$ cat src/rtl/mac_tx_arbiter.sv
// mac_tx_arbiter: round-robin ARP/IP transmit arbiter in front of the MAC framer.
// One frame in flight; the forwarded byte count is policed against the granted length.
module mac_tx_arbiter #(
  parameter int P_GAP     = 4,
  parameter int P_TIMEOUT = 1024
) (
  input  logic        i_clk,
  input  logic        i_rst,
  input  logic        i_arp_req,
  input  logic [15:0] i_arp_len,
  output logic        o_arp_grant,
  input  logic [7:0]  i_arp_data,
  input  logic        i_arp_valid,
  input  logic        i_arp_last,
  input  logic        i_ip_req,
  input  logic [15:0] i_ip_len,
  output logic        o_ip_grant,
  input  logic [7:0]  i_ip_data,
  input  logic        i_ip_valid,
  input  logic        i_ip_last,
  output logic        o_mac_req,
  input  logic        i_mac_ready,
  output logic [15:0] o_send_type,
  output logic [15:0] o_send_len,
  output logic [7:0]  o_send_data,
  output logic        o_send_valid,
  output logic        o_send_last,
  output logic        o_len_err,
  output logic        o_timeout
);
  // state | meaning
  // IDLE  | waiting for framer ready and a request
  // WAIT  | grant issued, waiting for the first byte (timeout armed)
  // SEND  | forwarding bytes; also drains an overlong source burst
  // GAP   | enforced idle before the next arbitration
  typedef enum logic [1:0] {IDLE, WAIT, SEND, GAP} state_t;

  localparam logic [15:0] TO_LOAD  = 16'(P_TIMEOUT - 1);
  localparam logic [15:0] GAP_LOAD = 16'(P_GAP - 1);

  state_t      state, state_nx;
  logic        served_ip, served_ip_nx;
  logic        cur_ip, cur_ip_nx;
  logic        drop, drop_nx;
  logic [15:0] byte_cnt, byte_cnt_nx;
  logic [15:0] tmr, tmr_nx;
  logic        arp_grant_nx, ip_grant_nx, mac_req_nx;
  logic [15:0] type_nx, len_nx;
  logic [7:0]  data_nx;
  logic        valid_nx, last_nx, len_err_nx, timeout_nx;
  logic        fwd;
  logic [15:0] cnt_inc;

  logic        win_ip;
  logic [15:0] win_len;
  logic        src_valid, src_last;
  logic [7:0]  src_data;

  // on a tie IP wins only if ARP was served last
  assign win_ip    = i_ip_req & (~i_arp_req | ~served_ip);
  assign win_len   = win_ip ? i_ip_len : i_arp_len;
  assign src_valid = cur_ip ? i_ip_valid : i_arp_valid;
  assign src_last  = cur_ip ? i_ip_last  : i_arp_last;
  assign src_data  = cur_ip ? i_ip_data  : i_arp_data;

  always_comb begin
    state_nx     = state;
    served_ip_nx = served_ip;
    cur_ip_nx    = cur_ip;
    drop_nx      = drop;
    byte_cnt_nx  = byte_cnt;
    tmr_nx       = tmr;
    type_nx      = o_send_type;
    len_nx       = o_send_len;
    arp_grant_nx = 1'b0;
    ip_grant_nx  = 1'b0;
    mac_req_nx   = 1'b0;
    data_nx      = 8'h00;
    valid_nx     = 1'b0;
    last_nx      = 1'b0;
    len_err_nx   = 1'b0;
    timeout_nx   = 1'b0;
    fwd          = 1'b0;
    cnt_inc      = byte_cnt + 16'd1;

    case (state)
      IDLE: begin
        if (i_mac_ready && (i_arp_req || i_ip_req)) begin
          cur_ip_nx    = win_ip;
          served_ip_nx = win_ip;
          type_nx      = win_ip ? 16'h0800 : 16'h0806;
          len_nx       = win_len;
          arp_grant_nx = ~win_ip;
          ip_grant_nx  = win_ip;
          mac_req_nx   = 1'b1;
          byte_cnt_nx  = 16'd0;
          drop_nx      = 1'b0;
          if (win_len == 16'd0) begin
            len_err_nx = 1'b1;
            state_nx   = GAP;
            tmr_nx     = GAP_LOAD;
          end else begin
            state_nx = WAIT;
            tmr_nx   = TO_LOAD;
          end
        end
      end
      WAIT: begin
        if (src_valid) begin
          fwd      = 1'b1;
          state_nx = SEND;
        end else if (tmr == '0) begin
          timeout_nx = 1'b1;
          state_nx   = GAP;
          tmr_nx     = GAP_LOAD;
        end else begin
          tmr_nx = tmr - 16'd1;
        end
      end
      SEND: begin
        if (drop) begin
          if (!src_valid || src_last) begin
            drop_nx  = 1'b0;
            state_nx = GAP;
            tmr_nx   = GAP_LOAD;
          end
        end else if (src_valid) begin
          fwd = 1'b1;
        end
      end
      GAP: begin
        if (tmr == '0) state_nx = IDLE;
        else           tmr_nx   = tmr - 16'd1;
      end
      default: state_nx = IDLE;
    endcase

    // frame ends on whichever of length reached / source last comes first
    if (fwd) begin
      valid_nx    = 1'b1;
      data_nx     = src_data;
      byte_cnt_nx = cnt_inc;
      if (cnt_inc == o_send_len || src_last) begin
        last_nx    = 1'b1;
        len_err_nx = ~(src_last && cnt_inc == o_send_len);
        if (!src_last) begin
          drop_nx  = 1'b1;
          state_nx = SEND;
        end else begin
          state_nx = GAP;
          tmr_nx   = GAP_LOAD;
        end
      end
    end
  end

  always_ff @(posedge i_clk or posedge i_rst) begin
    if (i_rst) begin
      state        <= IDLE;
      served_ip    <= 1'b1;
      cur_ip       <= 1'b0;
      drop         <= 1'b0;
      byte_cnt     <= 16'd0;
      tmr          <= 16'd0;
      o_arp_grant  <= 1'b0;
      o_ip_grant   <= 1'b0;
      o_mac_req    <= 1'b0;
      o_send_type  <= 16'd0;
      o_send_len   <= 16'd0;
      o_send_data  <= 8'd0;
      o_send_valid <= 1'b0;
      o_send_last  <= 1'b0;
      o_len_err    <= 1'b0;
      o_timeout    <= 1'b0;
    end else begin
      state        <= state_nx;
      served_ip    <= served_ip_nx;
      cur_ip       <= cur_ip_nx;
      drop         <= drop_nx;
      byte_cnt     <= byte_cnt_nx;
      tmr          <= tmr_nx;
      o_arp_grant  <= arp_grant_nx;
      o_ip_grant   <= ip_grant_nx;
      o_mac_req    <= mac_req_nx;
      o_send_type  <= type_nx;
      o_send_len   <= len_nx;
      o_send_data  <= data_nx;
      o_send_valid <= valid_nx;
      o_send_last  <= last_nx;
      o_len_err    <= len_err_nx;
      o_timeout    <= timeout_nx;
    end
  end
endmodule

$ cat config.mk
export PLATFORM = sky130hd
export DESIGN_NAME = mac_tx_arbiter
export DESIGN_NICKNAME = d
export VERILOG_FILES = /design/src/rtl/mac_tx_arbiter.sv
export SDC_FILE = /design/constraint.sdc
export NUM_CORES = 1
export LEC_CHECK = 0
export ABC_CLOCK_PERIOD_IN_PS = 7800
export BUFFER_PORTS_ARGS = -buffer_cell sky130_fd_sc_hd__buf_2
export CAP_MARGIN = 10
export CORE_MARGIN = 2
export CORE_UTILIZATION = 60
export CTS_BUF_LIST = sky130_fd_sc_hd__clkbuf_2 sky130_fd_sc_hd__clkbuf_4 sky130_fd_sc_hd__clkbuf_8
export CTS_CLUSTER_DIAMETER = 50
export CTS_CLUSTER_SIZE = 14
export DETAILED_ROUTE_END_ITERATION = 8
export PLACE_DENSITY = 0.95
export RECOVER_POWER = 100
export SLEW_MARGIN = 15
export SYNTH_ARGS = -nofsm -noshare
export SYNTH_HDL_FRONTEND = slang
export SYNTH_SLANG_ARGS = --single-unit
export TNS_END_PERCENT = 1
$ cat constraint.sdc
create_clock -name i_clk -period 7.8 [get_ports i_clk]
set_input_delay 1.56 -clock i_clk [delete_from_list [all_inputs] [get_ports i_clk]]
set_output_delay 1.56 -clock i_clk [all_outputs]
set_load 0.03 [all_outputs]
### Word level (Yosys, flattened, before mapping)

Index checks and enable logic that the tools add are counted.

* output and inout bits: 47
* flip-flop bits (word level): 84

* multiplexer cells: 58
* reduce and logical (&&, ||, !) cells: 13
* add/sub/neg operators: 2
* eq/ne operators: 4
* bitwise operators: 6

Operators with widths (number)
* 16-bit 2-to-1 mux: 13
* 16-bit case mux with 4 select lines: 1
* 16-bit logical NOT: 2
* 1-bit 2-to-1 mux: 28
* 2-bit 2-to-1 mux: 9
* 16-bit by 1-bit adder with 16-bit output, second input constant: 1
* 16-bit == test: 1
* 8-bit 2-to-1 mux: 2
* 16-bit by 1-bit subtractor with 16-bit output, second input constant: 1
* 10-bit 2-to-1 mux: 1
* 2-bit case mux with 4 select lines: 1
* 2-bit == test, second input constant: 2
* 1-bit inverter: 4
* 1-bit case mux with 2 select lines: 2
* 2-bit AND reduction: 2
* 2-bit nonzero test: 2
* 1-bit logical OR: 3
* 3-bit 2-to-1 mux: 1
* 2-bit by 1-bit == test with 1-bit output, second input constant: 1
* 1-bit logical AND: 2
* 2-bit logical NOT: 1
* 1-bit AND: 1
* 1-bit logical NOT: 1
* 1-bit OR: 1

### Depth between registers and ports, before layout

Gate-level depths: netlist of run 1.

* depth in word-level cells: 11
* depth in mapped cells: 11
* gate-level depth less buffers: 11

### Worst setup path after synthesis of run 1

No wires, ideal clock.

* kind: input to register
* start: input i_ip_valid
* end: register tmr[9]
* arrival: 2971 ps
* data required time: 7664 ps
* stages on the path: 6
* setup slack: 4692 ps
* setup time: 136 ps
* buffers on the path: 0
* cell sequence: mux2_2 a21boi_0 o21ai_1 or3_1 o221ai_1 a21oi_1

* word-level cells in the longest chain between the ends: 9

RTL lines
* start, declared: line 19 `input logic i_ip_valid,`
* 1-bit 2-to-1 mux *: line 62 `assign src_valid = cur_ip ? i_ip_valid : i_arp_valid;`
* 1-bit logical NOT: line 122 `if (!src_valid || src_last) begin`
* 1-bit logical OR: line 122
* 16-bit 2-to-1 mux: line 122
* 16-bit 2-to-1 mux: line 121 `if (drop) begin`
* 16-bit case mux with 4 select lines: line 86 `case (state)`
* 16-bit 2-to-1 mux: line 146 `if (!src_last) begin`
* 16-bit 2-to-1 mux: line 143 `if (cnt_inc == o_send_len || src_last) begin`
* 16-bit 2-to-1 mux *: line 139 `if (fwd) begin`
* via tmr_nx[9]: line 46 `logic [15:0] tmr, tmr_nx;`
* end signal, assigned: line 181 `tmr <= tmr_nx;`
* end, declared: line 46

Mark *: on every way through the listed nets, which the timed path passes. The rest lies on a longest branch.
A chain may end at the register's enable or synchronous reset.

==> results_dict.tcl, run 1 <==
set metrics [dict create \
    status "finished, violations left" \
    failed_checks "capacitance limit, slew limit" \
    hpwlAfterDp_um 8900 \
    die_h_um 89.7 \
    setup_ws_ps 3070 \
    cts_tree "yes" \
    fin_util_pct 69.7 \
    cts_buffer_depth 2 \
    yosys_warnings 0 \
    criticalPathCategory "in2async" \
    synthArstFlopShare_pct 100 \
    ant_nets 0 \
    min_path_cells 1 \
    cts_root_buf "clkbuf_8" \
    cp.arrival_ps 4340 \
    fin_crit_sh_pct 60.7 \
    numPortBuffers 90 \
    rows 31 \
    crit_required_ps 7410 \
    grt_pass1_wl_um 19600 \
    worstSetupStartpointType "primary input" \
    htree_levels 3 \
    num_io_pins 104 \
    maxCapViolCount 2 \
    synth-edff-count 0 \
    ir_drop_uv 182 \
    postCtsResizedCells 0 \
    critPathMaxStageDelay_ps 2600 \
    ys_types 67 \
    crit_fanout 70 \
    ff_latch_area_um2 1750 \
    dp_slack_ps 3950 \
    dr.first_iter.drc_count 375 \
    multi_input_area_um2 2410 \
    drt_pass1_iterations 5 \
    avgSynthCellArea_um2 8.82 \
    r2r_cells 7 \
    cts_buffers 9 \
    fmax_mhz 211 \
    finalSetupTns_ps 0 \
    nets 640 \
    r2r_end "byte_cnt[3]" \
    hold_end "o_send_type[11]" \
    powerDensity_nw_per_um2 367 \
    ys.flop_type "dfrtp_1" \
    postLayoutCellArea_um2 5000 \
    netlist_instances 500 \
    hold_viol_final 0 \
    p_total_mw 1.84 \
    worst_path_max_delay_cell "clkbuf_1" \
    crit_chain "buf_2 > inv_1 > clkbuf_1" \
    area.growth.synth_to_final_pct 13.4 \
    finalSetupViolCount 0 \
    dpl-instance-area_um2 4840 \
    grt_max_degree 71 \
    cts_setup_buffers 0 \
    synth_area_um2 4410 \
    design.die.area_um2 8050 \
    maxSlewHeadroom_pct -148 \
    min_from "o_send_type[11]" \
    drt-total-wl_um 12400 \
    start_util_pct 61.5 \
    cp-end-kind "async pin" \
    grt.total_usage_pct 29.9 \
    total_leakage_power_nw 2.24 \
    gp_congestion 0.951 \
    vias 4333 \
    ctsHoldBuffers 0 \
    synth-seq-area-share_pct 39.7 \
    grt-ovfl-total 0 \
    period_minus_slack_ps 4730 \
    rr_startpoint "cur_ip" \
    clk_latency_ps 350 \
    hp-class "reg2reg" \
    drc_errors 0 \
    yosys_register_bits 70 \
    crit_family "buffers and inverters" \
    antenna_found_initial 1 \
    r2r_slack_ps 3570 \
    cts.clk_slew.worst_paths_ps 70 \
    wl_per_cell_um 18.1 \
    fill_cells 556 \
    rsz0062_at_grt "no" \
    drive_gt1_share_pct 14.6 \
    worst_pin_slew_ps 3720 \
    fin_skew_ps 9.27 \
    slew_violations 115 \
    crit_buf_inv 3 \
    grt_pass1_vias 4039 \
    vias_per_cell 6.36 \
    die_x_um 89.7 \
    core_area_um2 7180 \
    cts_sinks 70 \
]
area by class of cell:
cell class | count | area share [%]
Inverter | 16 | 1.20
Antenna cell | 1 | 0.0500
Clock inverter | 6 | 1.88
Tap cell | 99 | 2.48
Clock buffer | 10 | 2.75
Timing Repair Buffer | 94 | 8.50
Multi-Input combinational cell | 385 | 48.1
Sequential cell | 70 | 35.0
placed cells by master (no fill, tap or decap), types with 4 or more instances in the layout:
master and count:
buf_2 55, nand4_1 8, nand2b_1 4, dfrtp_1 69
o21ai_0 55, xor2_1 5, nor2b_1 4, nand3_1 12
nand2_1 53, clkbuf_1 38, and4_1 5, o31ai_1 5
a21oi_1 24, nor2_1 38, a211oi_1 6, clkbuf_8 10
mux2i_1 27, conb_1 13, xnor2_1 13, and3_1 5
a31oi_1 10, nor3b_1 4, nor3_1 11, o211ai_1 10
ha_1 7, nor4_1 9, inv_1 16
worst register-to-register path, stage by stage (launching register included):
cell and delay [ps]:
dfrtp_1 780, mux2_1 510, o211ai_1 130, clkbuf_1 1040
inv_1 550, nor2_1 800, o21ai_0 220, o31ai_1 110
how the worst max path moves through the flow:
stage | start | to | slack (ps) | cells past startpoint
2_1_floorplan | i_rst | byte_cnt[0] | 4470 | 1
3_3_place_gp | i_ip_valid | byte_cnt[7] | 4040 | 9
3_5_place_dp | i_ip_valid | byte_cnt[3] | 3950 | 8
4_1_cts | i_ip_valid | byte_cnt[3] | 4310 | 8
5_1_grt | i_rst | tmr[7] | 2360 | 3
6_report | i_rst | o_send_len[12] | 3070 | 3
synthesized netlist by cell type, types with 6 or more instances:
| cell | number | area, um2 |
|---|---|---|
| a21oi_1 | 24 | 120 |
| nor3_1 | 11 | 55.1 |
| mux2i_1 | 27 | 270 |
| o211ai_1 | 10 | 75.1 |
| nand2_1 | 53 | 199 |
| nand3_1 | 12 | 60.1 |
| clkbuf_1 | 17 | 63.8 |
| nor4_1 | 8 | 50.1 |
| dfrtp_1 | 69 | 1730 |
| xnor2_1 | 13 | 114 |
| a31oi_1 | 10 | 62.6 |
| nor2_1 | 38 | 143 |
| a211oi_1 | 6 | 45.0 |
| o21ai_0 | 55 | 275 |
| inv_1 | 16 | 60.1 |
| buf_4 | 16 | 120 |
| ha_1 | 7 | 87.6 |
| buf_2 | 7 | 35.0 |
| nand4_1 | 7 | 43.8 |
report_power, final:
part / internal, mW / switching (mW)
clock network: 0.191 / 0.150
registers: 0.468 / 0.138
logic: 0.294 / 0.598
total: 0.953 / 0.885
registers in the layout, summed over array words and instances, names as in the netlist:
signal,cells
state,2
tmr,16
cur_ip,1
o_send_last,1
o_ip_grant,1
o_mac_req,1
drop,1
o_timeout,1
o_send_type,2
byte_cnt,16
served_ip,1
o_arp_grant,1
o_send_data,8
o_send_valid,1
o_send_len,16
o_len_err,1
cells by family after synthesis:
kind of cell             count (synthesis)  synth area share (%)
AND/OR/NAND/NOR                        171                  20.1
AO/OA/AOI/OAI                          146                  21.2
flip-flops                              70                  39.7
buffers and inverters                   57                  6.41
multiplexers                            30                  6.98
XOR/XNOR                                18                  3.57
adder cells (fa/ha/maj)                  7                  1.99
other                                    1                0.0850
per-layer routing:
metal	routed length (um)	vias to the layer above	track usage (%)	part of all wire (%)
met2	6120	278	50.2	50
li1	-	1966	-	-
met3	1050	49	6.04	8.5
met1	4700	2040	37.7	38
met4	480	0	13.2	3.9
met5	0	-	0	0
through the flow:
| step | std cells | hold slack [ps] |
|---|---|---|
| after floorplan | 512 | 445 |
| after global placement | 664 | 448 |
| after detailed placement | 664 | 451 |
| after CTS | 680 | 471 |
| after global routing | 681 | 513 |
| final | 681 | 469 |
(Power assumes the default switching activity.)
==> inputs of run 2 (changes only) <==
--- a/config.mk
+++ b/config.mk
@@ -5,11 +5,11 @@
 export SDC_FILE = /design/constraint.sdc
 export NUM_CORES = 1
 export LEC_CHECK = 0
-export ABC_CLOCK_PERIOD_IN_PS = 7800
+export ABC_CLOCK_PERIOD_IN_PS = 4610
 export BUFFER_PORTS_ARGS = -buffer_cell sky130_fd_sc_hd__buf_2
 export CAP_MARGIN = 10
 export CORE_MARGIN = 2
-export CORE_UTILIZATION = 60
+export CORE_UTILIZATION = 56
 export CTS_BUF_LIST = sky130_fd_sc_hd__clkbuf_2 sky130_fd_sc_hd__clkbuf_4 sky130_fd_sc_hd__clkbuf_8
 export CTS_CLUSTER_DIAMETER = 50
 export CTS_CLUSTER_SIZE = 14
==> constraint.sdc (replaced) <==
create_clock -name i_clk -period 4.61 [get_ports i_clk]
set_input_delay 0.922 -clock i_clk [delete_from_list [all_inputs] [get_ports i_clk]]
set_output_delay 0.922 -clock i_clk [all_outputs]
set_load 0.03 [all_outputs]
==> results_dict.tcl, run 2 (synthesis results as in run 1) <==
set metrics [dict create \
    hpwlAfterDp_um 9090 \
    htree_levels 3 \
    die_h_um 92.7 \
    total_leakage_power_nw 2.23 \
    postCtsResizedCells 0 \
    grt_pass1_wl_um 20200 \
    hold_viol_final 0 \
    p_total_mw 2.99 \
    fin_skew_ps 11.0 \
    cts_tree "yes" \
    start_util_pct 57.4 \
    worst_pin_slew_ps 1630 \
    vias_per_cell 6.44 \
    fill_cells 628 \
    hp-class "reg2reg" \
    period_minus_slack_ps 3310 \
    ir_drop_uv 296 \
    grt.total_usage_pct 29.7 \
    cts.clk_slew.worst_paths_ps 80 \
    slew_violations 73 \
    worstSetupStartpointType "register" \
    grt-ovfl-total 0 \
    vias 4399 \
    rsz0062_at_grt "no" \
    ant_nets 0 \
    rows 32 \
    cts_buffer_depth 2 \
    wl_per_cell_um 18.5 \
    status "finished, violations left" \
    fin_crit_sh_pct 71.8 \
    drc_errors 0 \
    top_regs "byte_cnt (16), o_send_len (16), tmr (16)" \
    num_io_pins 104 \
    grt_pass1_vias 4165 \
    core_area_um2 7690 \
    cp-end-kind "register" \
    failed_checks "capacitance limit, slew limit" \
    numPortBuffers 90 \
    cts_setup_buffers 0 \
    finalSetupViolCount 0 \
    area.growth.synth_to_final_pct 12.6 \
    cts_root_buf "clkbuf_8" \
    nets 640 \
    cts_sinks 70 \
    cts_buffers 9 \
    finalSetupTns_ps 0 \
    powerDensity_nw_per_um2 603 \
    r2r_slack_ps 1300 \
    final_common_cell "dfrtp_1" \
    clk_latency_ps 350 \
    crit_fanout 32 \
    maxCapViolCount 2 \
    design.die.area_um2 8600 \
    crit_required_ps 4870 \
    antenna_found_initial 0 \
    maxSlewHeadroom_pct -9.08 \
    criticalPathCategory "reg2reg" \
    drt-total-wl_um 12600 \
    cp.arrival_ps 3570 \
    fmax_mhz 302 \
    die_x_um 92.7 \
    grt_max_degree 44 \
    drive_gt1_share_pct 15.1 \
    gp_congestion 0.965 \
    drt_pass1_iterations 6 \
    dr.first_iter.drc_count 404 \
    final_cell_mix "dfrtp_1 (69), o21ai_0 (56), buf_2 (56)" \
    ctsHoldBuffers 0 \
    antenna_cells 0 \
]
==> run 2: changes by cell type in the layout (fill, tap and decap cells not counted), sizes merged <==
cell / change
buf: +3
bufinv: -2
clkbuf: -3
clkinv: +3
clkinvlp: -1
diode: -1
==> run 2: metal layers <==
| layer | up-vias | GRT usage [%] | part of all wire [%] |
|---|---|---|---|
| li1 | 1958 | - | - |
| met1 | 2120 | 36.7 | 37 |
| met2 | 279 | 52.9 | 52 |
| met3 | 42 | 5.21 | 8.9 |
| met4 | 0 | 9.56 | 2.3 |
| met5 | - | 0 | 0 |
==> run 2: final timing paths <==
kind | start | to | cells after the start
setup / recovery | cur_ip | byte_cnt[7] | 8
hold / removal | o_send_type[11] | o_send_type[11] | 1
setup reg to reg | cur_ip | byte_cnt[7] | 8
hold reg to reg | o_send_type[11] | o_send_type[11] | 1
max in group asynchronous | i_rst | o_send_len[9] | 3
min in group asynchronous | i_rst | o_arp_grant | 2
==> run 2: power breakdown <==
group          internal, mW  switching, mW
sequential            0.792          0.229
clock                 0.213          0.255
combinational         0.499           1.01
==> run 2: final cells by class <==
type                       instances  area [um2]  area share, %
multi-input combinational        385        2410           48.5
sequential                        70        1750           35.3
timing repair buffer              94         434           8.74
clock buffer                      10         138           2.77
tap                              102         128           2.57
inverter                          16        60.1           1.21
clock inverter                     6        45.0          0.907
==> run 2: stage by stage <==
step	hold WS (ps)	utilization, %	worst slack, ps	std cells	area (um2)
after floorplan	445	-	1920	512	4460
after global placement	450	63.0	1440	667	4840
after detailed placement	454	63.0	1290	667	4840
after CTS	473	65.4	1400	683	5030
after global routing	504	64.6	801	683	4960
final	470	64.6	1300	683	4960
==> run 2: worst max-delay path: stages, from the launching register on <==
cell,delay (ps)
dfrtp_1,790
mux2_1,510
o211ai_1,140
buf_4,340
inv_1,310
nor2_1,770
a21oi_1,80
nand2b_1,190
o31ai_1,80
==> inputs of run 3 (changes only) <==
--- a/config.mk
+++ b/config.mk
@@ -5,7 +5,8 @@
 export SDC_FILE = /design/constraint.sdc
 export NUM_CORES = 1
 export LEC_CHECK = 0
-export ABC_CLOCK_PERIOD_IN_PS = 4610
+export ABC_AREA = 1
+export ABC_CLOCK_PERIOD_IN_PS = 3270
 export BUFFER_PORTS_ARGS = -buffer_cell sky130_fd_sc_hd__buf_2
 export CAP_MARGIN = 10
 export CORE_MARGIN = 2
@@ -14,7 +15,7 @@
 export CTS_CLUSTER_DIAMETER = 50
 export CTS_CLUSTER_SIZE = 14
 export DETAILED_ROUTE_END_ITERATION = 8
-export PLACE_DENSITY = 0.95
+export PLACE_DENSITY = 0.94
 export RECOVER_POWER = 100
 export SLEW_MARGIN = 15
 export SYNTH_ARGS = -nofsm -noshare
==> constraint.sdc (replaced) <==
create_clock -name i_clk -period 3.27 [get_ports i_clk]
set_input_delay 0.654 -clock i_clk [delete_from_list [all_inputs] [get_ports i_clk]]
set_output_delay 0.654 -clock i_clk [all_outputs]
set_load 0.03 [all_outputs]
==> results_dict.tcl, run 3 <==
set metrics [dict create \
    top_regs "byte_cnt (16), o_send_len (16), tmr (16)" \
    dr.first_iter.drc_count 361 \
    total_leakage_power_nw 2.62 \
    clk_latency_ps 360 \
    synth-seq-area-share_pct 38.4 \
    ys.flop_type "dfrtp_1" \
    hpwlAfterDp_um 9110 \
    synth_largest_area_cell "dfrtp_1" \
    yosys_register_bits 70 \
    ir_drop_uv 407 \
    p_total_mw 4.86 \
    final_cell_mix "nand2_1 (199), dfrtp_1 (69), inv_1 (63)" \
    cts_sinks 70 \
    cts_tree "yes" \
    cts_buffer_depth 2 \
    cts_buffers 9 \
    numPortBuffers 90 \
    crit_required_ps 3510 \
    grt.total_usage_pct 28.7 \
    antenna_cells 0 \
    hold_viol_final 0 \
    start_util_pct 58.4 \
    grt-ovfl-total 0 \
    hp-class "reg2reg" \
    synth_top_area_share_pct 37.8 \
    htree_levels 3 \
    cp-end-kind "register" \
    fin_skew_ps 9.10 \
    gr-usage-met3_pct 3.13 \
    worst_pin_slew_ps 1720 \
    drive_gt1_share_pct 17.1 \
    gp_congestion 1.02 \
    rows 32 \
    hold_ws_ps 488 \
    synth_commonest_cells "nand2_1 (199), dfrtp_1 (69), inv_1 (60)" \
    finalSetupViolCount 0 \
    criticalPathCategory "reg2reg" \
    cts_root_buf "clkbuf_8" \
    grt_pass1_wl_um 20100 \
    wl_per_cell_um 15.0 \
    rsz0062_at_grt "no" \
    fin_crit_sh_pct 81.3 \
    postLayoutCellArea_um2 5200 \
    yosys_warnings 0 \
    die_x_um 94.3 \
    postCtsResizedCells 0 \
    avgSynthCellArea_um2 7.16 \
    grt_pass1_vias 4410 \
    grt_util_met1_pct 37.9 \
    use_met2_pct 48.5 \
    powerDensity_nw_per_um2 933 \
    nets 792 \
    period_minus_slack_ps 2660 \
    die_h_um 94.3 \
    worstSetupStartpointType "register" \
    synth.area.top_cells "dfrtp_1 (38%), nand2_1 (16%), nand3_1 (5.6%)" \
    fmax_mhz 376 \
    status "finished, violations left" \
    maxSlewHeadroom_pct -14.4 \
    drc_errors 0 \
    crit_fanout 22 \
    vias 4756 \
    grt_max_degree 71 \
    vias_per_cell 5.70 \
    ctsHoldBuffers 0 \
    maxCapViolCount 1 \
    num_io_pins 104 \
    cts_setup_buffers 0 \
    netlist_instances 637 \
    core_area_um2 7810 \
    drt_pass1_iterations 7 \
    area.growth.synth_to_final_pct 14.1 \
    synthArstFlopShare_pct 100 \
    antenna_found_initial 0 \
    final_common_cell "nand2_1" \
    slew_violations 71 \
    synth-edff-count 0 \
    cts.clk_slew.worst_paths_ps 80 \
    finalSetupTns_ps 0 \
    dpl-instance-area_um2 5050 \
    ant_nets 0 \
    yosysMostFrequentCell "nand2_1" \
    cp.arrival_ps 2900 \
    fin_util_pct 66.7 \
    design.die.area_um2 8890 \
    ys_types 41 \
    drt-total-wl_um 12500 \
    gr-max-usage-layer "met2" \
    synth_area_um2 4560 \
    failed_checks "capacitance limit, slew limit" \
]
## run 3: cell types whose count changed after synthesis, moves of 13 or more
cell,before,now
nand3_1,12,51
mux2i_1,27,3
nand2_1,53,199
xnor2_1,13,0
o22ai_1,0,15
inv_1,16,60
o21ai_0,55,35
## run 3: final cells by class
type / count / area (um2)
Multi-Input combinational cell: 481 / 2400
Sequential cell: 70 / 1750
Inverter: 70 / 263
Tap cell: 102 / 128
Timing Repair Buffer: 96 / 447
Clock buffer: 9 / 124
Clock inverter: 6 / 87.6
Fill cell: 668 / 2600
## run 3: worst max-delay path: stages (launching register included)
cell     delay [ps]
dfrtp_1         420
inv_1            80
ha_1            290
inv_1           130
nor2_1           50
nor2_1          280
nor2_8          100
inv_1           570
nor2_2           50
buf_4           220
inv_2           120
nand3_1          80
nor2_1           90
nand2_1          50
## run 3: metal layers
| metal | vias up | routed length (um) |
|---|---|---|
| met2 | 273 | 6110 |
| li1 | 2219 | - |
| met4 | 0 | 334 |
| met1 | 2221 | 4950 |
| met3 | 43 | 1120 |
| met5 | - | 0 |
## run 3: path summary, 6_finish.rpt
path	start	endpoint	slack [ps]	cells past startpoint
setup reg to reg	state[0]	state[1]	610	13
max in group asynchronous	i_rst	o_send_len[3]	1360	3
hold reg to reg	o_send_type[11]	o_send_type[11]	490	1
hold / removal	o_send_type[11]	o_send_type[11]	490	1
setup / recovery	state[0]	state[1]	610	13
min in group asynchronous	i_rst	o_send_data[0]	890	3
## run 3: cell families (layout without fill, tap and decap cells)
group	count (synthesis)	after routing	share of synthesized area [%]
XOR/XNOR	7	7	1.65
AND/OR/NAND/NOR	354	354	35.4
adder cells (fa/ha/maj)	7	7	1.92
flip-flops	70	70	38.4
buffers and inverters	98	181	9.73
AO/OA/AOI/OAI	97	97	12.1
other	1	13	0.0822
multiplexers	3	3	0.658
## run 3: stage by stage
stage / setup WS [ps] / cells
after CTS: 979 / 834
after global routing: 414 / 834
after global placement: 1050 / 819
after floorplan: 849 / 649
final: 611 / 834
after detailed placement: 1020 / 819
## run 3: power breakdown
group / leakage, nW / internal [mW] / switching, mW
Combinational: 1.61 / 0.769 / 1.77
Sequential: 0.917 / 1.18 / 0.350
Clock: 0.0973 / 0.424 / 0.357
